===== config.mk =====
export PLATFORM = sky130hd
export DESIGN_NAME = unsigned_divider_restoring_16
export DESIGN_NICKNAME = d
export VERILOG_FILES = /design/src/rtl/unsigned_divider_restoring_16.sv
export SDC_FILE = /design/constraint.sdc
export NUM_CORES = 1
export LEC_CHECK = 0
export ABC_AREA = 1
export CAP_MARGIN = 30
export CORE_MARGIN = 2
export CORE_UTILIZATION = 35
export DETAILED_ROUTE_END_ITERATION = 12
export GPL_TIMING_DRIVEN = 1
export PLACE_DENSITY_LB_ADDON = 0.25
export SYNTH_ARGS = -nofsm -noshare
export SYNTH_HDL_FRONTEND = slang
export SYNTH_SLANG_ARGS = --single-unit

===== constraint.sdc =====
create_clock -name clk -period 2.5 [get_ports clk]
set_input_delay 0.375 -clock clk [delete_from_list [all_inputs] [get_ports clk]]
set_output_delay 0.375 -clock clk [all_outputs]
set_load 0.1 [all_outputs]

===== src/rtl/unsigned_divider_restoring_16.sv =====
// unsigned_divider_restoring_16
//   Sequential radix-2 restoring divider. Divides a 2*WIDTH-bit unsigned
//   dividend by a WIDTH-bit unsigned divisor, one quotient bit per clock,
//   MSB first. Used beside the multiplier datapath to recover an operand
//   from a product (product / A -> B).
//
// Ports
//   clk, rst_n           rising-edge clock, synchronous active-low reset
//   in_valid/in_ready    operand handshake (accepted only in IDLE)
//   dividend [2W-1:0]    unsigned dividend
//   divisor  [W-1:0]     unsigned divisor
//   out_valid/out_ready  result handshake (result held until accepted)
//   quotient [2W-1:0]    floor(dividend/divisor), all ones on divide-by-zero
//   remainder[W-1:0]     dividend mod divisor, 0 on divide-by-zero
//   div_by_zero          divisor was 0 for this result
//   q_overflow           quotient does not fit in W bits
module unsigned_divider_restoring_16 #(
    parameter int WIDTH = 16
) (
    input  logic                 clk,
    input  logic                 rst_n,
    input  logic                 in_valid,
    output logic                 in_ready,
    input  logic [2*WIDTH-1:0]   dividend,
    input  logic [WIDTH-1:0]     divisor,
    output logic                 out_valid,
    input  logic                 out_ready,
    output logic [2*WIDTH-1:0]   quotient,
    output logic [WIDTH-1:0]     remainder,
    output logic                 div_by_zero,
    output logic                 q_overflow
);

    localparam int DW = 2 * WIDTH;
    localparam int CW = $clog2(DW);

    typedef enum logic [1:0] {IDLE, CALC, DONE} state_t;

    state_t            state_q, state_d;
    // Dividend bits shift out of the top while quotient bits shift in at
    // the bottom; after DW steps this register holds the quotient.
    logic [DW-1:0]     sh_q, sh_d;
    logic [WIDTH-1:0]  rem_q, rem_d;
    logic [WIDTH-1:0]  dvs_q, dvs_d;
    logic [CW-1:0]     cnt_q, cnt_d;
    logic              dz_q, dz_d;

    logic              in_ready_q, in_ready_d;
    logic              out_valid_q, out_valid_d;
    logic [DW-1:0]     quotient_q, quotient_d;
    logic [WIDTH-1:0]  remainder_q, remainder_d;
    logic              div_by_zero_q, div_by_zero_d;
    logic              q_overflow_q, q_overflow_d;

    // Trial value is WIDTH+1 bits so the shifted-out MSB takes part in the
    // compare. When trial >= divisor the true difference is below the
    // divisor and fits in WIDTH bits, so a WIDTH-bit subtract is exact.
    logic [WIDTH:0]    trial;
    logic              ge;

    always_comb begin
        trial = {rem_q, sh_q[DW-1]};
        ge    = (trial >= {1'b0, dvs_q});

        state_d       = state_q;
        sh_d          = sh_q;
        rem_d         = rem_q;
        dvs_d         = dvs_q;
        cnt_d         = cnt_q;
        dz_d          = dz_q;
        quotient_d    = quotient_q;
        remainder_d   = remainder_q;
        div_by_zero_d = div_by_zero_q;
        q_overflow_d  = q_overflow_q;

        case (state_q)
            IDLE: begin
                if (in_valid && in_ready_q) begin
                    dvs_d = divisor;
                    rem_d = '0;
                    cnt_d = '0;
                    dz_d  = (divisor == '0);
                    if (divisor == '0) begin
                        sh_d    = '1;
                        state_d = DONE;
                    end else begin
                        sh_d    = dividend;
                        state_d = CALC;
                    end
                end
            end
            CALC: begin
                rem_d = ge ? (trial[WIDTH-1:0] - dvs_q) : trial[WIDTH-1:0];
                sh_d  = {sh_q[DW-2:0], ge};
                cnt_d = cnt_q + CW'(1);
                if (cnt_q == CW'(DW - 1)) state_d = DONE;
            end
            DONE: begin
                // First DONE cycle publishes the result; out_valid rises
                // on the same edge.
                if (!out_valid_q) begin
                    quotient_d    = sh_q;
                    remainder_d   = rem_q;
                    div_by_zero_d = dz_q;
                    q_overflow_d  = |sh_q[DW-1:WIDTH];
                end else if (out_ready) begin
                    state_d = IDLE;
                end
            end
            default: state_d = IDLE;
        endcase

        in_ready_d  = (state_d == IDLE);
        out_valid_d = (state_q == DONE) && (state_d == DONE);
    end

    always_ff @(posedge clk) begin
        if (!rst_n) begin
            state_q       <= IDLE;
            sh_q          <= '0;
            rem_q         <= '0;
            dvs_q         <= '0;
            cnt_q         <= '0;
            dz_q          <= 1'b0;
            in_ready_q    <= 1'b0;
            out_valid_q   <= 1'b0;
            quotient_q    <= '0;
            remainder_q   <= '0;
            div_by_zero_q <= 1'b0;
            q_overflow_q  <= 1'b0;
        end else begin
            state_q       <= state_d;
            sh_q          <= sh_d;
            rem_q         <= rem_d;
            dvs_q         <= dvs_d;
            cnt_q         <= cnt_d;
            dz_q          <= dz_d;
            in_ready_q    <= in_ready_d;
            out_valid_q   <= out_valid_d;
            quotient_q    <= quotient_d;
            remainder_q   <= remainder_d;
            div_by_zero_q <= div_by_zero_d;
            q_overflow_q  <= q_overflow_d;
        end
    end

    assign in_ready    = in_ready_q;
    assign out_valid   = out_valid_q;
    assign quotient    = quotient_q;
    assign remainder   = remainder_q;
    assign div_by_zero = div_by_zero_q;
    assign q_overflow  = q_overflow_q;

endmodule


==> results by group, run 1 <==
Status
  • Status: finished, final reports clean

Global route
  • Largest net degree at the start of global routing: 66
  • Total GRT Usage: between 10% and 20%
  • Vias in the first global route: 5709
  • GRT overflow: 0
  • First-pass GRT wire length: 28500 um
  • Initial antenna violation count: 0

Synth
  • Asr flop ratio synth: 0%
  • Commonest register cell after synthesis: dfxtp_1
  • Post-Syn Instances: 829
  • Number of enable flip-flop cells after synthesis: 0
  • Synth top area cells: dfxtp_1 (41%), nand2_1 (11%), nor2_1 (6.4%)
  • Post-synth top area share: roughly two fifths
  • Synth Warn #: 0
  • Number of synthesized register bits: 124
  • Synthesized area: 6000 um^2
  • Post-Syn Nets: 900
  • Post-synthesis cell type count: 39
  • Largest area contributor in the netlist: dfxtp_1
  • Sequential cell area fraction in the yosys report: about two fifths
  • Commonest cells in the netlist: nand2_1 (183), dfxtp_1 (124), nor2_1 (103)
  • Syn Area/Cell: 7.23 um^2
  • Most frequent cell after synthesis: nand2_1

Clocking
  • Root Buffer: clkbuf_16
  • Worst-skew pair later-pin latency: 0.42 ns
  • H-tree depth: 4
  • Clock-pin slew on the worst setup and hold paths: 0.06 ns
  • Longest Clk Path Bufs: 2
  • Num CTS Buffers: 17
  • Post-CTS Repair Setup Buffers: 0
  • CTS tree: yes
  • Clock sinks: 124
  • Post-cts hold buffer count: 0
  • Resize count post-CTS: 0

Floorplan
  • FP Rows: 47
  • Core ar.: approximately 17000 um^2
  • Num ports: around 100
  • Die Ht: 135 um
  • Die X: 135 um
  • Die area: 18200 um^2
  • Initial Util: 36.0%

STA
  • Setup TNS: 0 ns
  • Final slew viol count: 0
  • Min Clock Period, post-route: 2.08 ns
  • Slew headroom: 47.7%
  • Hold violation total from the final report: 0
  • RSZ-0062 raised after global routing: no
  • Period utilization: 83.1%
  • F_max: 481 MHz
  • Worst slew pin tran: 0.783 ns
  • Final setup vio count: 0
  • Clk_skew: 0.00669 ns

Final layout
  • Fillcell total: 1684
  • Area Overhead vs Synth: 27.7%
  • Sequential cell area: 2480 um^2
  • Final non-filler cell area: about 7700 um^2
  • Multi-input logic area: 2970 um^2
  • Non-filler instance count after layout: 1156
  • Final antenna diode count: 0
  • Fraction of layout cells with a size suffix above 1: 13.8%
  • Final net count: just under 1000

Critical path
  • Worst endpoint required time: 2.78 ns
  • Critical Path End Type: flip-flop
  • Worst Setup Start Kind: flip-flop
  • Critical Path Fanout Max: 10
  • Worst EP arrival: 2.35 ns
  • Critical path start-end classification: reg -> reg

Place
  • Post-DP HPWL: 11900 um
  • Gpl congestion: 0.888
  • IO Port Bufs: between 100 and 150
  • Area after DPL: about 7100 um^2
  • Dpl cells: 1124

Power
  • Power, Total: 8030 uW
  • Static Leakage: 0.00340 uW
  • Pwr Density: 1050 nW/um^2
  • Worst VDD drop: around 0.00063 V

Drt
  • Initial DRC count: 341
  • Post-route DRC: 0
  • First-pass DRT Iterations: 5
  • Wire per inst: about 15 um
  • Post-Route WL: 17400 um
  • Antenna viol nets, final: 0
  • Routed vias/inst: just under 5
  • Vias post-DR: 5748

Run
  • Max Cap Viol: 0

Min path
  • Hold crit path type: reg -> reg
## area by class of cell
type	instances	share of cell area, %
multi-input combinational	578	38.8
sequential	124	32.4
timing repair buffer	120	13.4
clock buffer	22	6.32
inverter	82	4.02
tap	220	3.59
clock inverter	10	1.49
## final timing paths
| check | endpoint | depth (start not counted) | slack [ns] | from |
|---|---|---|---|---|
| max | rem_q[14]$_SDFFE_PN0P_ | 12 | 0.42 | rem_q[8]$_SDFFE_PN0P_ |
| min | dvs_q[2]$_SDFFE_PN0P_ | 2 | 0.46 | dvs_q[2]$_SDFFE_PN0P_ |
| max reg2reg | rem_q[14]$_SDFFE_PN0P_ | 12 | 0.42 | rem_q[8]$_SDFFE_PN0P_ |
| min reg2reg | dvs_q[2]$_SDFFE_PN0P_ | 2 | 0.46 | dvs_q[2]$_SDFFE_PN0P_ |
## registers in the layout, indices dropped and copies added (netlist names)
register	flops
cnt_q	5
div_by_zero	1
dvs_q	16
dz_q	1
in_ready	1
out_valid	1
q_overflow	1
quotient	32
rem_q	16
remainder	16
sh_q	32
state_q	2
## cells by family after synthesis
group | share of synthesized area (%)
simple gates | 26.6
compound gates | 17.7
fa+ha+maj | 4.09
flops | 41.4
buf+inv | 9.16
xor+xnor | 1.02
## placed cells by master (no fill, tap or decap), types with 2 or more instances in the layout
master / instances
nand2_1: 183
dfxtp_1: 124
nor2_1: 102
inv_1: 76
a21oi_1: 73
buf_4: 69
o21ai_0: 68
clkdlybuf4s50_1: 50
nand3_1: 34
a41oi_1: 19
ha_1: 18
clkbuf_16: 17
nand3b_1: 15
a221oi_1: 13
nand2_2: 9
nor3_1: 6
nand4_1: 6
nor2_2: 4
xnor2_1: 4
clkinv_2: 4
clkbuf_8: 4
clkinv_1: 3
nor4_1: 3
inv_2: 3
nand3_2: 3
a21oi_2: 3
xor2_1: 3
clkinv_4: 3
nor2_4: 2
nand2_4: 2
bufinv_16: 2
## per-stage QoR
step | setup slack (ns) | hold slack (ns) | utilization, %
floorplan | 0.453 | 0.433 | -
global placement | 0.368 | 0.449 | 42.4
detailed placement | 0.359 | 0.457 | 42.4
CTS | 0.434 | 0.465 | 46.0
global route | 0.245 | 0.480 | 46.0
finish | 0.421 | 0.461 | 46.0
## metal layers
layer	GRT usage (%)	wire, um	up-vias
met2	33.2	8300	131
met4	7.31	389	0
met1	24.9	7910	2665
met5	0	0	-
li1	-	-	2923
met3	4.73	777	29
## power by group
| part | leakage, uW | internal, uW | switching (uW) |
|---|---|---|---|
| Clock | 0.000296 | 1570 | 902 |
| Combinational | 0.00210 | 1190 | 2140 |
| Sequential | 0.00101 | 2110 | 116 |
| Total | 0.00340 | 4870 | 3160 |
## critical path, stage by stage, from the launching register on
cell     delay (ns)
dfxtp_1        0.36
ha_1           0.39
nand2_2        0.14
nor2_1         0.08
nand4_1        0.12
nand2_2        0.07
nor2_4         0.22
buf_4          0.27
nand3_1        0.10
nand2_1        0.07
inv_1          0.03
nand2_1        0.05
a21oi_1        0.05
Note: power is estimated with default switching activity, not from simulation.
==> run 2, diff against run 1 <==
Clock period 2.5 ns to 2.08 ns, I/O delays scaled along.
==> run 2 against run 1 <==
  * Core utilization is 1.3 points higher
  * First-iteration DRC count is 28% higher
  * Worst setup slack worse by 0.27 ns
  * Highest routed layer unchanged
  * Critical endpoint is now rem_q[12]$_SDFFE_PN0P_
  * Total power is 25% higher
  * Clock skew is 0.0031 ns higher
==> results by group, run 2 (synthesis gave the netlist of run 1 again) <==
STA
  • Clk_skew: 0.00980 ns
  • Final setup vio count: 0
  • F_max: between 500 and 600 MHz
  • Min Clock Period, post-route: 1.92 ns
  • Hold violation total from the final report: 0
  • Slew headroom: 58.7%
  • Final slew viol count: 0
  • Worst slew pin tran: 0.620 ns
  • WHS: 0.314 ns
  • RSZ-0062 raised after global routing: no
  • Period utilization: 92.5%
  • Final worst setup slack: 0.155 ns

Place
  • DP Worst Slack: -0.0521 ns
  • IO Port Bufs: 103
  • Gpl congestion: between 0.8 and 0.9
  • Post-DP HPWL: approximately 12000 um

Final layout
  • Commonest cells after routing, fill and taps aside: nand2_1 (182), dfxtp_1 (124), nor2_1 (101)
  • Most common library cell in the layout ignoring fill and taps: nand2_1
  • Fraction of layout cells with a size suffix above 1: 15.7%
  • Fillcell total: ~1600
  • Final net count: approximately 1000
  • Area Overhead vs Synth: 31.3%
  • Final antenna diode count: 0

Drt
  • Antenna viol nets, final: 0
  • Post-Route WL: ~17000 um
  • Initial DRC count: 438
  • Routed vias/inst: roughly 5.0
  • First-pass DRT Iterations: 5
  • Wire per inst: 14.9 um
  • Post-route DRC: 0
  • Vias post-DR: 5821

Global route
  • Grt met1 use: 25.1%
  • Met3 Use GR: 5.29%
  • Initial antenna violation count: 0
  • GRT overflow: 0
  • Vias in the first global route: 5680
  • GRT Max-Usage Layer: met2
  • Total GRT Usage: 19.9%
  • First-pass GRT wire length: about 28000 um
  • Largest net degree at the start of global routing: 66
  • Met2 Usage GRT: between 30% and 40%

Floorplan
  • Num ports: 104
  • FP Rows: 47
  • Die Ht: 135 um
  • Core ar.: 16600 um^2
  • Die X: 135 um
  • Die area: 18200 um^2
  • Initial Util: a little over a third

Clocking
  • CTS tree: yes
  • Resize count post-CTS: 0
  • Post-cts hold buffer count: 0
  • Clock-pin slew on the worst setup and hold paths: 0.06 ns
  • Clock sinks: roughly 120
  • Worst-skew pair later-pin latency: between 0.4 and 0.5 ns
  • Root Buffer: clkbuf_16
  • H-tree depth: 4
  • Num CTS Buffers: 17
  • Longest Clk Path Bufs: 2
  • Post-CTS Repair Setup Buffers: 0

Critical path
  • Critical path start-end classification: reg -> reg
  • Critical Path Fanout Max: 14
  • Worst EP arrival: between 2 and 2.5 ns
  • CP peak stage delay: around 0.36 ns
  • Buffer and inverter count on the worst path: 2
  • Worst-path cell chain: inv_1 > ha_1 > nand2_1 > nand2_1 > nand2_1 > nand2_1 > nand2_1 > nand3_2 > nand2_4 > buf_12 > nand3b_1 > nand3_1 > a21oi_1
  • Top delay family on crit path: simple AND/OR/NAND/NOR gates
  • Worst Setup Start Kind: flip-flop
  • CP max stage cell: ha_1
  • Critical Path End Type: flip-flop
  • Worst endpoint required time: 2.38 ns
  • Crit-path most repeated cell: nand2_1

Min path
  • Hold crit path type: in -> reg

Power
  • Static Leakage: ~0.0035 uW
  • Pwr Density: 1270 nW/um^2
  • Worst VDD drop: approximately 0.00063 V

Status
  • Status: finished, final reports clean

Run
  • Max Cap Viol: 0
## run 2: cell count changes in the layout (fill, tap and decap cells not counted), moves of 2 or more
cell,previous run,this run
buf_12,0,5
buf_4,69,77
clkbuf_8,4,2
clkinv_4,3,0
clkinvlp_4,1,3
ha_1,18,14
ha_2,0,2
ha_4,0,2
## run 2: through the flow
step	total power, uW	util, %	setup TNS, ns	instances	cell area (um^2)
finish	10000	47.3	0	1169	7870
global route	10700	47.3	0	1169	7870
CTS	9940	47.0	0	1169	7820
detailed placement	6890	43.4	-0.545	1137	7220
global placement	6900	43.4	-2.69	1137	7220
floorplan	5890	-	0	829	6000
## run 2: worst reg2reg max path: stages, from the launching register on
cell      delay [ns]
dfxtp_1         0.30
inv_1           0.06
ha_1            0.36
nand2_1         0.10
nand2_1         0.06
nand2_1         0.07
nand2_1         0.05
nand2_1         0.09
nand3_2         0.11
nand2_4         0.15
buf_12          0.16
nand3b_1        0.12
nand3_1         0.10
a21oi_1         0.06
## run 2: power breakdown
part	switching [uW]	internal, uW
clock	1080	1940
sequential	124	2530
combinational	2670	1680
## run 2: worst paths after layout
kind,from,to,slack (ns),cells past startpoint
setup reg to reg,dvs_q[2]$_SDFFE_PN0P_,rem_q[12]$_SDFFE_PN0P_,0.16,13
hold / removal,rst_n,quotient[4]$_SDFFE_PN0P_,0.31,3
setup / recovery,dvs_q[2]$_SDFFE_PN0P_,rem_q[12]$_SDFFE_PN0P_,0.16,13
hold reg to reg,dvs_q[13]$_SDFFE_PN0P_,dvs_q[13]$_SDFFE_PN0P_,0.46,2
## run 2: routing by layer
metal | wire (um) | vias to the layer above
met4 | 374 | 0
met3 | 1100 | 23
li1 | - | 2950
met5 | 0 | -
met2 | 8230 | 173
met1 | 7720 | 2675
## run 2: layout make-up
class                   instances  area [um^2]  area share (%)
inverters                      82          308            3.91
clock inverters                11          141            1.80
multi-input cells             578         3020            38.4
repair buffers                133         1180            15.0
clock buffers                  21          460            5.85
well taps                     220          275            3.50
flip-flops and latches        124         2480            31.5
==> run 3, diff against run 2 <==
Settings changed: SKIP_CTS_REPAIR_TIMING set to 1.
==> results of run 3 <==
No change in the layout: final DEF, timing and power equal those of run 2.
